## config.mk

```make
export PLATFORM = sky130hd
export DESIGN_NAME = div_clk_monitor
export DESIGN_NICKNAME = d
export VERILOG_FILES = /design/src/rtl/div_clk_monitor.sv
export SDC_FILE = /design/constraint.sdc
export NUM_CORES = 1
export LEC_CHECK = 0
export BUFFER_PORTS_ARGS = -buffer_cell sky130_fd_sc_hd__buf_2
export CORE_MARGIN = 2
export CORE_UTILIZATION = 45
export DETAILED_ROUTE_END_ITERATION = 12
export PLACE_DENSITY = 0.69
export SETUP_SLACK_MARGIN = 0.3
export SLEW_MARGIN = 20
export SYNTH_ARGS = -nofsm -noshare
export SYNTH_HDL_FRONTEND = slang
export SYNTH_SLANG_ARGS = --single-unit
```

## constraint.sdc

```tcl
create_clock -name clk -period 2.2 [get_ports clk]
set_input_delay 0.22 -clock clk [delete_from_list [all_inputs] [get_ports clk]]
set_output_delay 0.22 -clock clk [all_outputs]
set_load 0.03 [all_outputs]
```

## src/rtl/div_clk_monitor.sv

```systemverilog
// Fast-domain receiver for the ripple-divided loop clock: synchronises it, ticks on
// each rising edge, measures its period and reports lock / fault status.
module div_clk_monitor #(
    parameter int EXP_PERIOD = 8,
    parameter int TOL        = 1,
    parameter int LOCK_CNT   = 4,
    parameter int CNT_W      = 8,
    parameter int ERR_W      = 8
) (
    input  logic             clk,
    input  logic             rst_n,
    input  logic             clk_div_in,
    input  logic             en,
    input  logic             clr_err,
    output logic             tick,
    output logic             locked,
    output logic             fault,
    output logic [CNT_W-1:0] period,
    output logic [ERR_W-1:0] err_cnt
);

    typedef enum logic [1:0] {IDLE, FIRST, TRACK, LOCKED} state_t;

    localparam int               GOOD_W      = $clog2(LOCK_CNT + 1);
    localparam logic [CNT_W-1:0] WIN_LO      = CNT_W'(EXP_PERIOD - TOL);
    localparam logic [CNT_W-1:0] WIN_HI      = CNT_W'(EXP_PERIOD + TOL);
    localparam logic [CNT_W-1:0] TIMEOUT_CNT = CNT_W'(EXP_PERIOD + TOL + 1);
    localparam logic [GOOD_W-1:0] LAST_GOOD  = GOOD_W'(LOCK_CNT - 1);

    logic              s1_q, s1_d, s2_q, s2_d, s3_q, s3_d;
    logic [CNT_W-1:0]  cnt_q, cnt_d;
    logic [CNT_W-1:0]  period_q, period_d;
    logic              tick_q, tick_d;
    logic              fault_q, fault_d;
    logic [ERR_W-1:0]  err_cnt_q, err_cnt_d;
    state_t            state_q, state_d;
    logic [GOOD_W-1:0] good_q, good_d;

    logic rise, in_win, timeout, err_event;

    assign rise    = s2_q & ~s3_q;
    assign in_win  = (cnt_q >= WIN_LO) && (cnt_q <= WIN_HI);
    assign timeout = ~rise && (cnt_q == TIMEOUT_CNT);

    // Datapath next-state: synchroniser, period counter, outputs.
    // NOTE: every always_comb output gets a value on every path; a missing branch would infer a latch.
    always_comb begin
        s1_d     = clk_div_in;
        s2_d     = s1_q;
        s3_d     = s2_q;
        cnt_d    = rise ? CNT_W'(1) : ((&cnt_q) ? cnt_q : cnt_q + CNT_W'(1));
        period_d = (rise && en) ? cnt_q : period_q;
        tick_d   = rise & en;
        fault_d  = err_event;
        if (clr_err)
            err_cnt_d = '0;
        else if (err_event && !(&err_cnt_q))
            err_cnt_d = err_cnt_q + ERR_W'(1);
        else
            err_cnt_d = err_cnt_q;
    end

    // Lock FSM; FIRST only re-arms measurement, so edges seen there are never judged.
    always_comb begin
        state_d   = state_q;
        good_d    = good_q;
        err_event = 1'b0;
        if (!en) begin
            state_d = IDLE;
            good_d  = '0;
        end else begin
            unique case (state_q)
                IDLE:  state_d = FIRST;
                FIRST: if (rise) begin
                    state_d = TRACK;
                    good_d  = '0;
                end
                TRACK: begin
                    if (rise && in_win) begin
                        if (good_q == LAST_GOOD) begin
                            state_d = LOCKED;
                            good_d  = '0;
                        end else begin
                            good_d = good_q + GOOD_W'(1);
                        end
                    end else if (rise) begin
                        err_event = 1'b1;
                        good_d    = '0;
                    end else if (timeout) begin
                        err_event = 1'b1;
                        state_d   = FIRST;
                        good_d    = '0;
                    end
                end
                LOCKED: begin
                    if (rise && !in_win) begin
                        err_event = 1'b1;
                        state_d   = TRACK;
                        good_d    = '0;
                    end else if (timeout) begin
                        err_event = 1'b1;
                        state_d   = FIRST;
                        good_d    = '0;
                    end
                end
                default: state_d = IDLE;
            endcase
        end
    end

    // NOTE: state is updated with non-blocking assignments so every flop samples pre-edge values.
    always_ff @(posedge clk or negedge rst_n) begin
        if (!rst_n) begin
            s1_q      <= 1'b0;
            s2_q      <= 1'b0;
            s3_q      <= 1'b0;
            cnt_q     <= '0;
            period_q  <= '0;
            tick_q    <= 1'b0;
            fault_q   <= 1'b0;
            err_cnt_q <= '0;
            state_q   <= IDLE;
            good_q    <= '0;
        end else begin
            s1_q      <= s1_d;
            s2_q      <= s2_d;
            s3_q      <= s3_d;
            cnt_q     <= cnt_d;
            period_q  <= period_d;
            tick_q    <= tick_d;
            fault_q   <= fault_d;
            err_cnt_q <= err_cnt_d;
            state_q   <= state_d;
            good_q    <= good_d;
        end
    end

    assign tick    = tick_q;
    assign fault   = fault_q;
    assign period  = period_q;
    assign err_cnt = err_cnt_q;
    assign locked  = (state_q == LOCKED);

endmodule

```

After elaboration in Yosys (flattened, before gate mapping)
Cells that the tools add are included.
{"block": "op_classes", "order_cmp": 2, "n_div": 0, "eq_ne": 10, "mul": 0, "n_reduce_logical": 14, "n_mux": 26, "n_addsub": 3, "bitwise": 4, "shifts": 0}
{"operator": "8-bit two-way mux", "n": 4}
{"operator": "3-bit two-way mux", "n": 7}
{"operator": "8-bit by 1-bit adder with 8-bit output (second input constant)", "n": 2}
{"operator": "8-bit AND reduction", "n": 2}
{"operator": "2-bit two-way mux", "n": 7}
{"operator": "3-bit case mux with 3 select lines", "n": 1}
{"operator": "8-bit by 4-bit equality test with 1-bit output (second input constant)", "n": 1}
{"operator": "8-bit by 3-bit greater-or-equal comparator with 1-bit output (second input constant)", "n": 1}
{"operator": "8-bit by 4-bit less-or-equal comparator with 1-bit output (second input constant)", "n": 1}
{"operator": "4-bit != test (second input constant)", "n": 2}
{"operator": "2-bit case mux with 4 select lines", "n": 1}
{"operator": "1-bit logical AND", "n": 6}
{"operator": "1-bit two-way mux", "n": 5}
{"operator": "2-bit equality test (second input constant)", "n": 2}
{"operator": "4-bit by 1-bit != test with 1-bit output (second input constant)", "n": 1}
{"operator": "3-bit by 1-bit adder with 3-bit output (second input constant)", "n": 1}
{"operator": "3-bit by 2-bit equality test with 1-bit output (second input constant)", "n": 1}
{"operator": "3-bit != test (second input constant)", "n": 1}
{"operator": "3-bit AND reduction", "n": 1}
{"operator": "1-bit AND", "n": 2}
{"operator": "2-bit by 1-bit equality test with 1-bit output (second input constant)", "n": 1}
{"operator": "1-bit zero test", "n": 2}
{"operator": "2-bit zero test", "n": 1}
{"operator": "2-bit != test (second input constant)", "n": 1}
{"operator": "4 further kinds", "n": 5}
{"block": "word_totals", "n_memories": 0, "elab_cells": 69, "in_bits": 5, "latch_bits": 0, "regBits": 34, "ramBits": 0, "output_inout_bits": 19, "rom_bits": 0}

Longest topological paths before layout
{"block": "logic_depth", "ltp_word": 12, "ltp_mapped": 7, "depth_no_buf": 7}

Worst setup path before layout
OpenSTA, ideal clock, no wires.
{"block": "synth_timing", "path_type": "reg2reg", "startpoint": "register state_q[0]", "endpoint": "register err_cnt_q[3], in the netlist err_cnt[3]", "period_less_slack_ps": 2300, "setup_ps": 127, "stages_incl_launch_ff": 7, "n_path_buf": 0, "path_slack_ps": -100, "required_time_ps": 2073, "arrival_time_ps": 2173, "cell_sequence": "dfrtp_1 > ha_1 > o21ai_0 > a41o_2 > a211oi_2 > o2111a_1 > mux2_1"}
{"block": "synth_between", "elab_chain_len": 5, "elab_cells_between_ends": 6, "classes_between": "2 x eq/ne; 2 x mux; 2 x reduce/logical"}
{"element": "start: declaration", "line_no": "36", "rtl": "state_t state_q, state_d;"}
{"element": "start signal: assignment", "line_no": "133", "rtl": "state_q <= state_d;"}
{"element": "2-bit equality test"}
{"element": "via locked", "line_no": "16", "rtl": "output logic locked,"}
{"element": "1-bit case mux with 2 select lines", "line_no": "72", "rtl": "unique case (state_q)"}
{"element": "1-bit two-way mux", "line_no": "68", "rtl": "if (!en) begin"}
{"element": "1-bit logical AND", "line_no": "57", "rtl": "else if (err_event && !(&err_cnt_q))"}
{"element": "2-bit nonzero test (no line)"}
{"element": "end signal: assignment", "line_no": "132", "rtl": "err_cnt_q <= err_cnt_d;"}
{"element": "end: declaration", "line_no": "35", "rtl": "logic [ERR_W-1:0] err_cnt_q, err_cnt_d;"}
The timed path passes the listed nets, and every way through them passes these cells.
A chain may end at the register's enable or synchronous reset.

Worst setup path in the final report
{"block": "layout_timing", "startpoint": "register cnt_q[1]", "endpoint": "register err_cnt_q[4], in the netlist err_cnt[4]"}
{"block": "layout_between", "elab_chain_len": 9, "elab_cells_between_ends": 16, "classes_between": "2 x order compare; 1 x eq/ne; 6 x mux; 7 x reduce/logical"}
{"element": "start: declaration", "line_no": "31", "rtl": "logic [CNT_W-1:0] cnt_q, cnt_d;"}
{"element": "start signal: assignment", "line_no": "128", "rtl": "cnt_q <= cnt_d;"}
{"element": "8-bit by 3-bit greater-or-equal comparator with 1-bit output (tied with other cells)", "line_no": "42", "rtl": "assign in_win = (cnt_q >= WIN_LO) && (cnt_q <= WIN_HI);"}
{"element": "1-bit logical AND (on tied branches)", "line_no": "42, 43"}
{"element": "1-bit zero test or 1-bit two-way mux (tied branches)", "line_no": "96, 89, 100"}
{"element": "1-bit logical AND or 1-bit two-way mux (tied branches)", "line_no": "96, 86"}
{"element": "1-bit two-way mux (on tied branches)", "line_no": "96, 79"}
{"element": "1-bit case mux with 2 select lines (*)", "line_no": "72"}
{"element": "1-bit two-way mux (*)", "line_no": "68"}
{"element": "1-bit logical AND (*)", "line_no": "57"}
{"element": "2-bit nonzero test (no line) (*)"}
Every way passes the cells marked *; elsewhere a longest branch is shown, timed or not.

==> results.tsv <==
metric	value	unit
grt.overflow.total	0	
post_drt_wl_per_cell	15.7	um
via_count	1623	
power	2060	uW
grt_util_met1	23.1	%
nets	243	
clk_latency	0.28	ns
clk_path_buf_depth	2	
drt_iter0_drc	62	
synth_flop_cell	dfrtp_1	
synth_top_area_cell	dfrtp_1	
slowest_delay	0.38	ns
cp-start-kind	register	
clock.fmax	0.512	GHz
drive_gt1_share	41.0	%
drv_slew	0	
die_h	69.2	um
synthArstFlopShare	100	%
synth_cells	185	
ys.warnings.count	0	
met2_usage	31.7	%
utilization	60.6	%
ir_worst_vdd	469	uV
finalCritPeriodShare	88.7	%
start_util	47.2	%
seq_area_frac_synth	44.4	%
syn_to_final_growth	28.4	%
die_width	69.2	um
p_per_area	839	nW/um^2
worstSetupEndpointType	register	
ys_ff_latch	34	
finalHoldViolations	0	
numPortBuffers	23	
antenna_found_initial	0	
ant_nets	0	
synthesis.area	1920	um^2
finalNonFillerCells	279	
cap_viol_max_count	0	
cts_sinks	34	
cp_top_family	compound AO/OA/AOI/OAI gates	
path_buf_inv	1	
hold_class	in2async	
grt_use_met3	3.63	%
status	finished clean	
cp.required	2.37	ns
worst_slack	0.248	ns
relSlewSlack	48.9	%
leakage	0.00113	uW
dp_slack	0.147	ns
path_max_fanout	6	
synth.avg_cell_area	10.4	um^2
r2r-end	err_cnt[4]$_DFFE_PN0P_	
drc_errors	0	
clkSlewWorstSetupHoldPaths	0.07	ns
grt_pass1_wl	7210	um
rsz0062_at_grt	yes	
period_minus_slack	1.95	ns
core-area	4060	um^2
cts_made_buffers	5	
grt_usage	18.5	%
synth_edf_count	0	
grt_max_degree	35	
path_class	reg2reg	
ys_top_cells_by_count	34 x dfrtp_1, 14 x nand2_1, 12 x nor2_1	
dp_hpwl	2850	um
synth_nets	200	
yosysMostFrequentCell	dfrtp_1	
cpMaxStageDelayCell	dfrtp_1	
gp_congestion	0.844	
viasPerCell	5.82	
rrSetupSlack	0.25	ns
cts_root_buffer	clkbuf_8	
ff2ff_path_depth	7	
grt_pass1_vias	1504	
dieArea	4790	um^2
fin_tns_setup	0	ns
crit_path_cell_trace	buf_4 > ha_4 > nand3b_1 > o21ai_4 > a211oi_4 > o2111a_1 > mux2_4	
htreeDepth	2	
tritoncts	yes	
tightest_slew	0.766	ns
wl	4370	um
synth_area_leaders	dfrtp_1 44%, ha_1 6.5%, mux2_1 3.5%	
rr_startpoint	cnt_q[1]$_DFFE_PN0P_	
antenna_cells	0	
first_pass_iters	4	
ys_types	52	
synth.top_cell.area_share	44.4	%
row_count	23	
setup_viol	0	
worstPathArrival	2.13	ns
finalClockSkew	0.00408	ns
place_inst	253	
crit_start	cnt_q[1]$_DFFE_PN0P_	
busiest_layer	met2	
ios	24	
placed cells by master, fill, tap and decap left out, drive strengths merged, types with 2 or more instances in the layout:
master	count
a211oi	4
a21boi	2
a21oi	4
a31oi	2
and2	3
and4	3
buf	44
clkbuf	7
dfrtp	34
ha	10
inv	7
mux2	12
nand2	14
nand3	3
nand3b	2
nand4	6
nor2	13
nor2b	8
nor3	5
nor3b	2
nor4	2
o2111a	2
o21a	4
o21ai	14
o221ai	2
or4	2
xor2	3
area by class of cell:
class / instances / area [um^2]
clock buffers: 7 / 86.3
clock inverters: 1 / 5.00
fillers: 322 / 1600
inverters: 7 / 28.8
multi-input cells: 136 / 1140
flip-flops and latches: 34 / 863
well taps: 50 / 62.6
repair buffers: 44 / 273
worst max-delay path by stage:
stage | cells past startpoint | end | slack (ns)
detailed placement | 7 | err_cnt[4]$_DFFE_PN0P_ | 0.15
finish | 7 | err_cnt[4]$_DFFE_PN0P_ | 0.25
global placement | 7 | err_cnt[3]$_DFFE_PN0P_ | 0.20
CTS | 7 | err_cnt[4]$_DFFE_PN0P_ | 0.24
global route | 7 | err_cnt[4]$_DFFE_PN0P_ | 0.16
floorplan | 5 | err_cnt[3]$_DFFE_PN0P_ | 0.30
cell families (layout without fill, tap and decap cells):
logic type	count (synthesis)	count (layout)	share of synthesized area, %
multiplexers	13	13	7.58
AO/OA/AOI/OAI	42	42	15.6
XOR/XNOR	4	4	1.83
adder cells (fa/ha/maj)	10	10	6.53
flip-flops	34	34	44.4
buffers and inverters	15	59	3.33
AND/OR/NAND/NOR	67	67	20.7
report_power, final:
part | total, uW | switching (uW) | internal [uW]
Clock | 469 | 217 | 252
Sequential | 835 | 123 | 712
Combinational | 760 | 428 | 331
registers in the layout, summed over array words and instances, names as in the netlist:
signal and count:
period 8, fault 1, err_cnt 8, s1_q 1
s2_q 1, tick 1, state_q 2, good_q 3
s3_q 1, cnt_q 8
metal layers:
layer  vias to the layer above  part of all wire (%)
li1                        761                     -
met1                       806                    41
met2                        52                    53
met3                         4                   5.0
met4                         0                  0.71
met5                         -                     0
timing repair:
item | CTS | global route
gates resized for setup | 8 | 13
setup buffers | 8 | 10
pin swaps | 5 | 7
hold buffers | 0 | 0
setup endpoints to repair | 7 | 12
gates cloned | 0 | 0
metrics by stage:
step                hold slack [ns]  instance area, um^2
floorplan                   -0.0756                 1980
global placement              0.327                 2140
detailed placement            0.331                 2140
CTS                          0.0328                 2330
global route                 0.0362                 2460
finish                      0.00410                 2460
No activity file was read; power rests on OpenSTA's default activity.
